==> src/rtl/responder_link.sv <==
// Challenge/response link: parses "CHAL:<32 hex>\n", hands the nonce to a cipher
// engine, streams back "RESP:<32 hex>\n", and can also emit single Y/N command bytes.
module responder_link #(
  parameter int CHAR_TIMEOUT = 60_000_000
) (
  input  logic         clk,
  input  logic         rst,
  input  logic [7:0]   rx_data,
  input  logic         rx_data_valid,
  output logic [7:0]   tx_data,
  output logic         tx_data_valid,
  input  logic         tx_busy,
  output logic         cipher_start,
  output logic [127:0] cipher_nonce,
  input  logic [127:0] cipher_result,
  input  logic         cipher_valid,
  input  logic         cmd_req,
  input  logic         cmd_yes,
  output logic         busy,
  output logic         resp_done,
  output logic [7:0]   err_count
);

  localparam int TW = (CHAR_TIMEOUT > 1) ? $clog2(CHAR_TIMEOUT) : 1;
  localparam logic [TW-1:0] T_LAST = TW'(CHAR_TIMEOUT - 1);
  localparam logic [5:0] RESP_LEN = 6'd38;

  typedef enum logic [2:0] {HUNT, HEX, EOL, START, WAIT, SEND} state_t;

  state_t        state, state_next;
  logic [2:0]    match_idx, match_next;
  logic [4:0]    hex_cnt;
  logic [TW-1:0] timer;
  logic [127:0]  result;
  logic [5:0]    send_idx;
  logic          outstanding, risen, pend, pend_yes;
  logic          tx_done, can_issue, parsing, timeout;
  logic          hex_ok;
  logic [3:0]    hex_nib;
  logic          err_inc, hex_clear, shift_nib, latch_result;
  logic          send_issue, cmd_issue, done_now;

  function automatic logic [7:0] prefix_char(input logic [2:0] idx);
    case (idx)
      3'd0:    prefix_char = 8'h43;
      3'd1:    prefix_char = 8'h48;
      3'd2:    prefix_char = 8'h41;
      3'd3:    prefix_char = 8'h4C;
      default: prefix_char = 8'h3A;
    endcase
  endfunction

  function automatic logic [7:0] hex_ascii(input logic [3:0] n);
    hex_ascii = (n < 4'd10) ? {4'h3, n} : (8'h37 + {4'h0, n});
  endfunction

  // Response layout: "RESP:" (0..4), 32 nibbles MSB first (5..36), newline (37).
  function automatic logic [7:0] resp_byte(input logic [5:0] idx, input logic [127:0] val);
    logic [6:0] lo;
    lo = 7'((7'd36 - {1'b0, idx}) << 2);
    case (idx)
      6'd0:    resp_byte = 8'h52;
      6'd1:    resp_byte = 8'h45;
      6'd2:    resp_byte = 8'h53;
      6'd3:    resp_byte = 8'h50;
      6'd4:    resp_byte = 8'h3A;
      6'd37:   resp_byte = 8'h0A;
      default: resp_byte = hex_ascii(val[lo +: 4]);
    endcase
  endfunction

  always_comb begin
    hex_ok  = 1'b0;
    hex_nib = 4'd0;
    if (rx_data >= 8'h30 && rx_data <= 8'h39) begin
      hex_ok  = 1'b1;
      hex_nib = rx_data[3:0];
    end else if ((rx_data >= 8'h41 && rx_data <= 8'h46) ||
                 (rx_data >= 8'h61 && rx_data <= 8'h66)) begin
      hex_ok  = 1'b1;
      hex_nib = rx_data[3:0] + 4'd9;
    end
  end

  // A byte is outstanding until tx_busy has been seen high and then drops.
  assign tx_done   = outstanding & risen & ~tx_busy;
  assign can_issue = ~outstanding & ~tx_busy;
  assign parsing   = (state == HEX) || (state == EOL);
  assign timeout   = parsing & ~rx_data_valid & (timer == T_LAST);

  assign cipher_start = (state == START);
  assign busy         = (state != HUNT);

  always_ff @(posedge clk or posedge rst) begin
    if (rst) state <= HUNT;
    else     state <= state_next;
  end

  always_comb begin
    state_next   = state;
    match_next   = match_idx;
    err_inc      = 1'b0;
    hex_clear    = 1'b0;
    shift_nib    = 1'b0;
    latch_result = 1'b0;
    send_issue   = 1'b0;
    cmd_issue    = 1'b0;
    done_now     = 1'b0;
    case (state)
      HUNT: begin
        // A same-cycle cmd_req defers the send so the newest request wins.
        cmd_issue = pend & ~cmd_req & (match_idx == 3'd0) & can_issue;
        if (rx_data_valid) begin
          if (rx_data == prefix_char(match_idx)) begin
            if (match_idx == 3'd4) begin
              match_next = 3'd0;
              hex_clear  = 1'b1;
              state_next = HEX;
            end else begin
              match_next = match_idx + 3'd1;
            end
          end else begin
            match_next = (rx_data == 8'h43) ? 3'd1 : 3'd0;
          end
        end
      end
      HEX: begin
        if (timeout) begin
          err_inc    = 1'b1;
          state_next = HUNT;
        end else if (rx_data_valid) begin
          if (hex_ok) begin
            shift_nib = 1'b1;
            if (hex_cnt == 5'd31) state_next = EOL;
          end else begin
            err_inc    = 1'b1;
            state_next = HUNT;
          end
        end
      end
      EOL: begin
        if (timeout) begin
          err_inc    = 1'b1;
          state_next = HUNT;
        end else if (rx_data_valid) begin
          if (rx_data == 8'h0A) begin
            state_next = START;
          end else begin
            err_inc    = 1'b1;
            state_next = HUNT;
          end
        end
      end
      START: state_next = WAIT;
      WAIT: begin
        if (cipher_valid) begin
          latch_result = 1'b1;
          state_next   = SEND;
        end
      end
      SEND: begin
        if (send_idx == RESP_LEN) begin
          if (tx_done) begin
            done_now   = 1'b1;
            state_next = HUNT;
          end
        end else if (can_issue) begin
          send_issue = 1'b1;
        end
      end
      default: state_next = HUNT;
    endcase
  end

  always_ff @(posedge clk or posedge rst) begin
    if (rst) begin
      match_idx     <= 3'd0;
      hex_cnt       <= 5'd0;
      timer         <= '0;
      cipher_nonce  <= '0;
      result        <= '0;
      send_idx      <= 6'd0;
      tx_data       <= 8'd0;
      tx_data_valid <= 1'b0;
      outstanding   <= 1'b0;
      risen         <= 1'b0;
      pend          <= 1'b0;
      pend_yes      <= 1'b0;
      resp_done     <= 1'b0;
      err_count     <= 8'd0;
    end else begin
      match_idx     <= match_next;
      resp_done     <= done_now;
      tx_data_valid <= send_issue | cmd_issue;

      if (hex_clear)      hex_cnt <= 5'd0;
      else if (shift_nib) hex_cnt <= hex_cnt + 5'd1;

      if (shift_nib) cipher_nonce <= {cipher_nonce[123:0], hex_nib};

      if (parsing && !rx_data_valid && !timeout) timer <= timer + TW'(1);
      else                                       timer <= '0;

      if (err_inc && err_count != 8'hFF) err_count <= err_count + 8'd1;

      if (latch_result) begin
        result   <= cipher_result;
        send_idx <= 6'd0;
      end else if (send_issue) begin
        send_idx <= send_idx + 6'd1;
      end

      // tx_data only changes when a new byte is issued, so it holds while outstanding.
      if (send_issue)     tx_data <= resp_byte(send_idx, result);
      else if (cmd_issue) tx_data <= pend_yes ? 8'h59 : 8'h4E;

      if (send_issue || cmd_issue) begin
        outstanding <= 1'b1;
        risen       <= 1'b0;
      end else if (outstanding) begin
        if (tx_busy) risen <= 1'b1;
        if (tx_done) outstanding <= 1'b0;
      end

      if (cmd_req) begin
        pend     <= 1'b1;
        pend_yes <= cmd_yes;
      end else if (cmd_issue) begin
        pend <= 1'b0;
      end
    end
  end

endmodule

==> config.mk <==
export PLATFORM = sky130hd
export DESIGN_NAME = responder_link
export DESIGN_NICKNAME = d
export VERILOG_FILES = /design/src/rtl/responder_link.sv
export SDC_FILE = /design/constraint.sdc
export NUM_CORES = 1
export LEC_CHECK = 0
export ABC_AREA = 1
export ABC_CLOCK_PERIOD_IN_PS = 19800
export CORE_MARGIN = 3
export CORE_UTILIZATION = 56
export CTS_CLUSTER_SIZE = 8
export DETAILED_ROUTE_END_ITERATION = 6
export GPL_ROUTABILITY_DRIVEN = 0
export PLACE_DENSITY = 0.86
export SYNTH_ARGS = -nofsm -noshare
export SYNTH_HDL_FRONTEND = slang
export SYNTH_SLANG_ARGS = --single-unit
==> constraint.sdc <==
create_clock -name clk -period 19.8 [get_ports clk]
set_input_delay 2.97 -clock clk [delete_from_list [all_inputs] [get_ports clk]]
set_output_delay 2.97 -clock clk [all_outputs]
set_load 0.1 [all_outputs]
Word-level counts from Yosys, hierarchy flattened
Cells that the tools add are included.

Register bits after elaboration: 321. Input bits: 143. Output and inout bits: 148. Word-level logic and storage cells: 164.

Add/sub/neg operators: 8. Order comparisons: 7. Eq/ne operators: 30. Shift-type cells: 1. Mux-type cells: 66. Bitwise operators: 13. Reductions and logical operators: 24.

Operator list (number): variable part select 128 x 8 -> 4 bit (1); 2-to-1 mux 3 bit (14); case mux 7 bit (6 select lines) (1); 2-to-1 mux 1 bit (34); 2-to-1 mux 8 bit (4); case mux 7 bit (4 select lines) (1); adder 26 x 1 -> 26 bit, second input constant (1); equality test 26 bit, second input constant (1); 2-to-1 mux 26 bit (1); case mux 3 bit (6 select lines) (1); >= comparator 8 x 7 -> 1 bit, second input constant (2); less-or-equal comparator 8 x 7 -> 1 bit, second input constant (2); 2-to-1 mux 5 bit (3); equality test 3 x 2 -> 1 bit, second input constant (4); equality test 6 x 2 -> 1 bit, second input constant (2); equality test 6 bit, second input constant (2); 2-to-1 mux 6 bit (2); inequality test 2 bit, second input constant (6); nonzero test 2 bit (6); equality test 3 bit, second input constant (3); AND reduction 9 bit (1); adder 8 x 1 -> 8 bit, second input constant (1); AND 1 bit (8); equality test 8 x 4 -> 1 bit, second input constant (1); other kinds (31) (47).

Logic depth before layout (Yosys ltp)
Word-level depth: 11. Depth in mapped cells: 22. Depth with buffers taken out: 19.

Worst setup path before layout
OpenSTA, ideal clock, no wires.

Kind: register -> output. From: register state[2]. To: output cipher_start. Data arrival time: 1.786 ns. Required time: 16.830 ns. Setup slack: 15.044 ns. Cell stages (with the launch flop): 4. Buffers on the path: 0. Cell sequence: dfrtp_1 inv_1 nand2_1 nor2_1.

Longest elaborated chain between the ends: 1.

RTL lines: start, declared (line 30) `state_t state, state_next;`; start signal, assigned (line 96) `else state <= state_next;`; equality test 3 x 2 -> 1 bit (line 91) `assign cipher_start = (state == START);`; end, declared (line 13) `output logic cipher_start,`.

Every way passes these cells.

Final worst setup path
From: input rx_data[0]. To: register cipher_nonce[62].

Longest elaborated chain between the ends: 9. Elaborated cells on any way between the ends: 16. Classes of those cells: order compare: 6; mux: 6; reduce/logical: 4.

RTL lines: start, declared (line 8) `input logic [7:0] rx_data,`; >= comparator 8 x 7 -> 1 bit (tied with other cells) (line 78) `end else if ((rx_data >= 8'h41 && rx_data <= 8'h46) ||`; logical AND 1 bit (on tied branches) (line 78, 79); logical OR 1 bit (line 78); 2-to-1 mux 1 bit (line 78); 2-to-1 mux 1 bit (*) (line 75) `if (rx_data >= 8'h30 && rx_data <= 8'h39) begin`; 2-to-1 mux 1 bit (*) (line 132) `if (hex_ok) begin`; 2-to-1 mux 1 bit (*) (line 131) `end else if (rx_data_valid) begin`; 2-to-1 mux 1 bit (*) (line 128) `if (timeout) begin`; 2-to-1 mux 1 bit (*) (line 109) `case (state)`; end signal, assigned (line 199) `if (shift_nib) cipher_nonce <= {cipher_nonce[123:0], hex_nib};`; end, declared (line 14) `output logic [127:0] cipher_nonce,`.

Mark *: on every way between the ends. The rest lies on a longest branch, timed or not. A chain may end at the register's enable or synchronous reset.

==> results.py <==
metrics = {
    "cts": {
        "post_cts_buffers": 0,
        "cts_buffers": 45,
        "htree_levels": 2,
        "cts.clk_slew.worst_paths_ns": 0.05,
        "ctsLongestPathBuffers": 3,
        "cts_tree": "done",
        "cts_resized": 0,
        "cts_root_buf": "clkbuf_16",
        "cts_hold_buf": 0,
        "clock_latency_ns": 0.54,
        "cts_sinks": 320,
    },
    "critical_path": {
        "crit_family": "buffers and inverters",
        "path_class": "in2reg",
        "path_cells": "clkdlybuf4s50_1 > inv_1 > ha_1 > nand2_1 > nand3_1 > nand2_1 > nand3_4 > clkinv_2 > buf_4 > nand2_1 > o21ai_0",
        "rr_startpoint": "send_idx[0]",
        "crit_buf_inv": 4,
        "cp-start-kind": "input port",
        "cp_common_cell": "nand2_1",
        "path_max_fanout": 87,
        "required_ns": 20.22,
        "arrival_ns": 6.47,
        "max_stage_delay_ns": 0.71,
        "cp_slowest_cell": "buf_4",
        "setup.worst_path.end_class": "register",
        "crit_path_start": "rx_data[0]",
    },
    "sta": {
        "timing.setup.tns_ns": 0,
        "period_minus_slack_ns": 6.049,
        "rsz0062_at_grt": "false",
        "final-hold-violation-count": 0,
        "relSlewSlack_pct": 26.10,
        "skew_ns": 0.01408,
        "setup_viol": 0,
        "worst_pin_slew_ns": 1.105,
        "fmax_ghz": 0.1653,
        "finalCritPeriodShare_pct": 30.55,
        "slew_viol_final": 0,
    },
    "synthesis": {
        "synth_commonest_cells": "nand2_1, dfrtp_1, o21ai_0",
        "synth-seq-area-share_pct": 54.14,
        "yosysMostFrequentCell": "nand2_1",
        "synth_area_leader_cell": "dfrtp_1",
        "ys_types": 44,
        "yosys-top-cells-area": "dfrtp_1, nand2_1, o21ai_0",
        "netlist_instances": 1848,
        "synth_area_per_cell_um2": 8.003,
        "synth_edf_count": 0,
        "yosysWarnings": 0,
        "syn_area_um2": 14790,
        "synth_top_area_share_pct": 54.14,
        "ys_async_sr_fraction_pct": 100.0,
        "ys_ff_latch": 320,
        "syn_nets": 2009,
        "synth-main-ff-cell": "dfrtp_1",
    },
    "floorplanning": {
        "num_rows": 58,
        "dieHeight_um": 168.5,
        "chipWidth_um": 168.5,
        "ios": 291,
        "die_area_um2": 28400,
        "core_area_um2": 25540,
        "start_util_pct": 57.90,
    },
    "route": {
        "drtAntennaViolNets": 0,
        "post_drt_wl_per_cell_um": 16.92,
        "vias_per_cell": 5.518,
        "drtIter0Drc": 1646,
        "wirelength_um": 41280,
        "vias": 13465,
        "drc": 0,
        "first_pass_iters": 6,
    },
    "global_route": {
        "grt_max_degree": 189,
        "grt_usage_pct": 28.79,
        "grt_pass1_wl_um": 66900,
        "use_met3_pct": 4.974,
        "antenna_found_initial": 1,
        "met1_usage_pct": 36.49,
        "grt-ovfl-total": 0,
        "grt_pass1_vias": 13227,
        "busiest_layer": "met2",
        "gr-usage-met2_pct": 48.17,
    },
    "hold_path": {
        "holdCritStartpoint": "hex_cnt[3]",
        "hp-class": "reg2reg",
    },
    "placement": {
        "portBuffers": 289,
        "dpl.hpwl_um": 27580,
    },
    "status": {
        "status": "completed",
    },
    "cells_and_area": {
        "multiInputGateArea_um2": 5667,
        "seqCellArea_um2": 8009,
        "drive_gt1_share_pct": 4.267,
        "fin_nets": 2268,
        "nFillCells": 1770,
        "area_growth_pct": 28.42,
    },
    "run": {
        "max-cap-violations": 0,
    },
}
==> layout make-up <==
class                           count  area share, %
Sequential cell                   320          42.17
Multi-Input combinational cell   1241          29.84
Timing Repair Buffer              296          15.57
Clock buffer                       46          5.949
Inverter                          203          4.071
Tap cell                          330          2.174
Clock inverter                      3         0.2174
Antenna cell                        1        0.01318
==> metrics by stage <==
| stage | worst slack [ns] | utilization, % | std cells | instance area [um^2] | hold slack (ns) |
|---|---|---|---|---|---|
| 3_5_place_dp | 13.32 | 69.76 | 2390 | 17820 | 0.4574 |
| 3_3_place_gp | 13.53 | 69.76 | 2390 | 17820 | 0.4513 |
| 2_1_floorplan | 7.974 | - | 1848 | 14790 | 0.4342 |
| 4_1_cts | 13.80 | 74.34 | 2439 | 18990 | 0.4652 |
| 6_report | 13.75 | 74.35 | 2440 | 18990 | 0.4656 |
| 5_1_grt | 13.39 | 74.35 | 2440 | 18990 | 0.4910 |
==> cells by family (layout without fill, tap and decap cells) <==
logic type | Yosys count | after routing | synth area share, %
and+or+nand+nor | 910 | 910 | 25.11
DFF | 320 | 320 | 54.14
AOI/OAI and AO/OA | 297 | 297 | 10.45
buffers and inverters | 287 | 548 | 7.631
adders and majority gates | 18 | 18 | 1.523
xor gates and xnor gates | 14 | 14 | 1.058
other | 1 | 2 | 0.02535
muxes | 1 | 1 | 0.06768
==> state kept, by name, summed over array words and instances (netlist names), 3 cells and up <==
signal and count:
cipher_nonce 128, err_count 8, hex_cnt 5, match_idx 3, result 128, send_idx 6
state 3, timer 26, tx_data 7
==> cells in the final DEF (no fill, tap or decap), drive strengths merged, types with 2 or more instances in the layout <==
master,n
nand3,110
or2,3
o211ai,4
a31oi,8
clkdlybuf4s50,289
clkinv,4
nor2,143
ha,18
dfrtp,320
nor3,24
nand2,610
o21a,3
xor2,8
a21oi,30
inv,202
o22ai,6
buf,7
nand4,10
clkbuf,46
o21ai,241
xnor2,6
nor4,7
a211oi,2
==> worst reg2reg max path, stage by stage (launching register included) <==
cell      delay (ns)
dfrtp_2         0.40
inv_2           0.68
ha_1            0.52
xor2_2          0.86
o211ai_1        0.24
nand3_1         0.12
nand2_1         0.10
nand2_1         0.11
nand2_1         0.09
inv_1           0.10
ha_1            0.19
inv_1           0.06
o21bai_2        0.12
nand2_1         0.06
nand2_1         0.06
nand2_1         0.06
nand2_1         0.06
nand2_1         0.05
==> per-layer routing <==
| layer | up-vias | share of wire, % | routed length [um] |
|---|---|---|---|
| li1 | 6341 | - | - |
| met1 | 6407 | 38 | 15880 |
| met2 | 589 | 49 | 20300 |
| met3 | 128 | 6.8 | 2816 |
| met4 | 0 | 5.5 | 2286 |
| met5 | - | 0 | 0 |
==> path summary, 6_finish.rpt <==
kind                                     to  slack, ns  cells after the start
setup / recovery           cipher_nonce[62]      13.75                     11
hold / removal                   hex_cnt[3]       0.47                      1
setup reg to reg                 tx_data[2]      15.81                     17
hold reg to reg                  hex_cnt[3]       0.47                      1
max in group asynchronous      err_count[3]      15.15                      3
min in group asynchronous  cipher_nonce[65]       2.99                      2
Power is not shown: default switching activity piles up to over one toggle a cycle in this logic, so the estimate is an artifact.
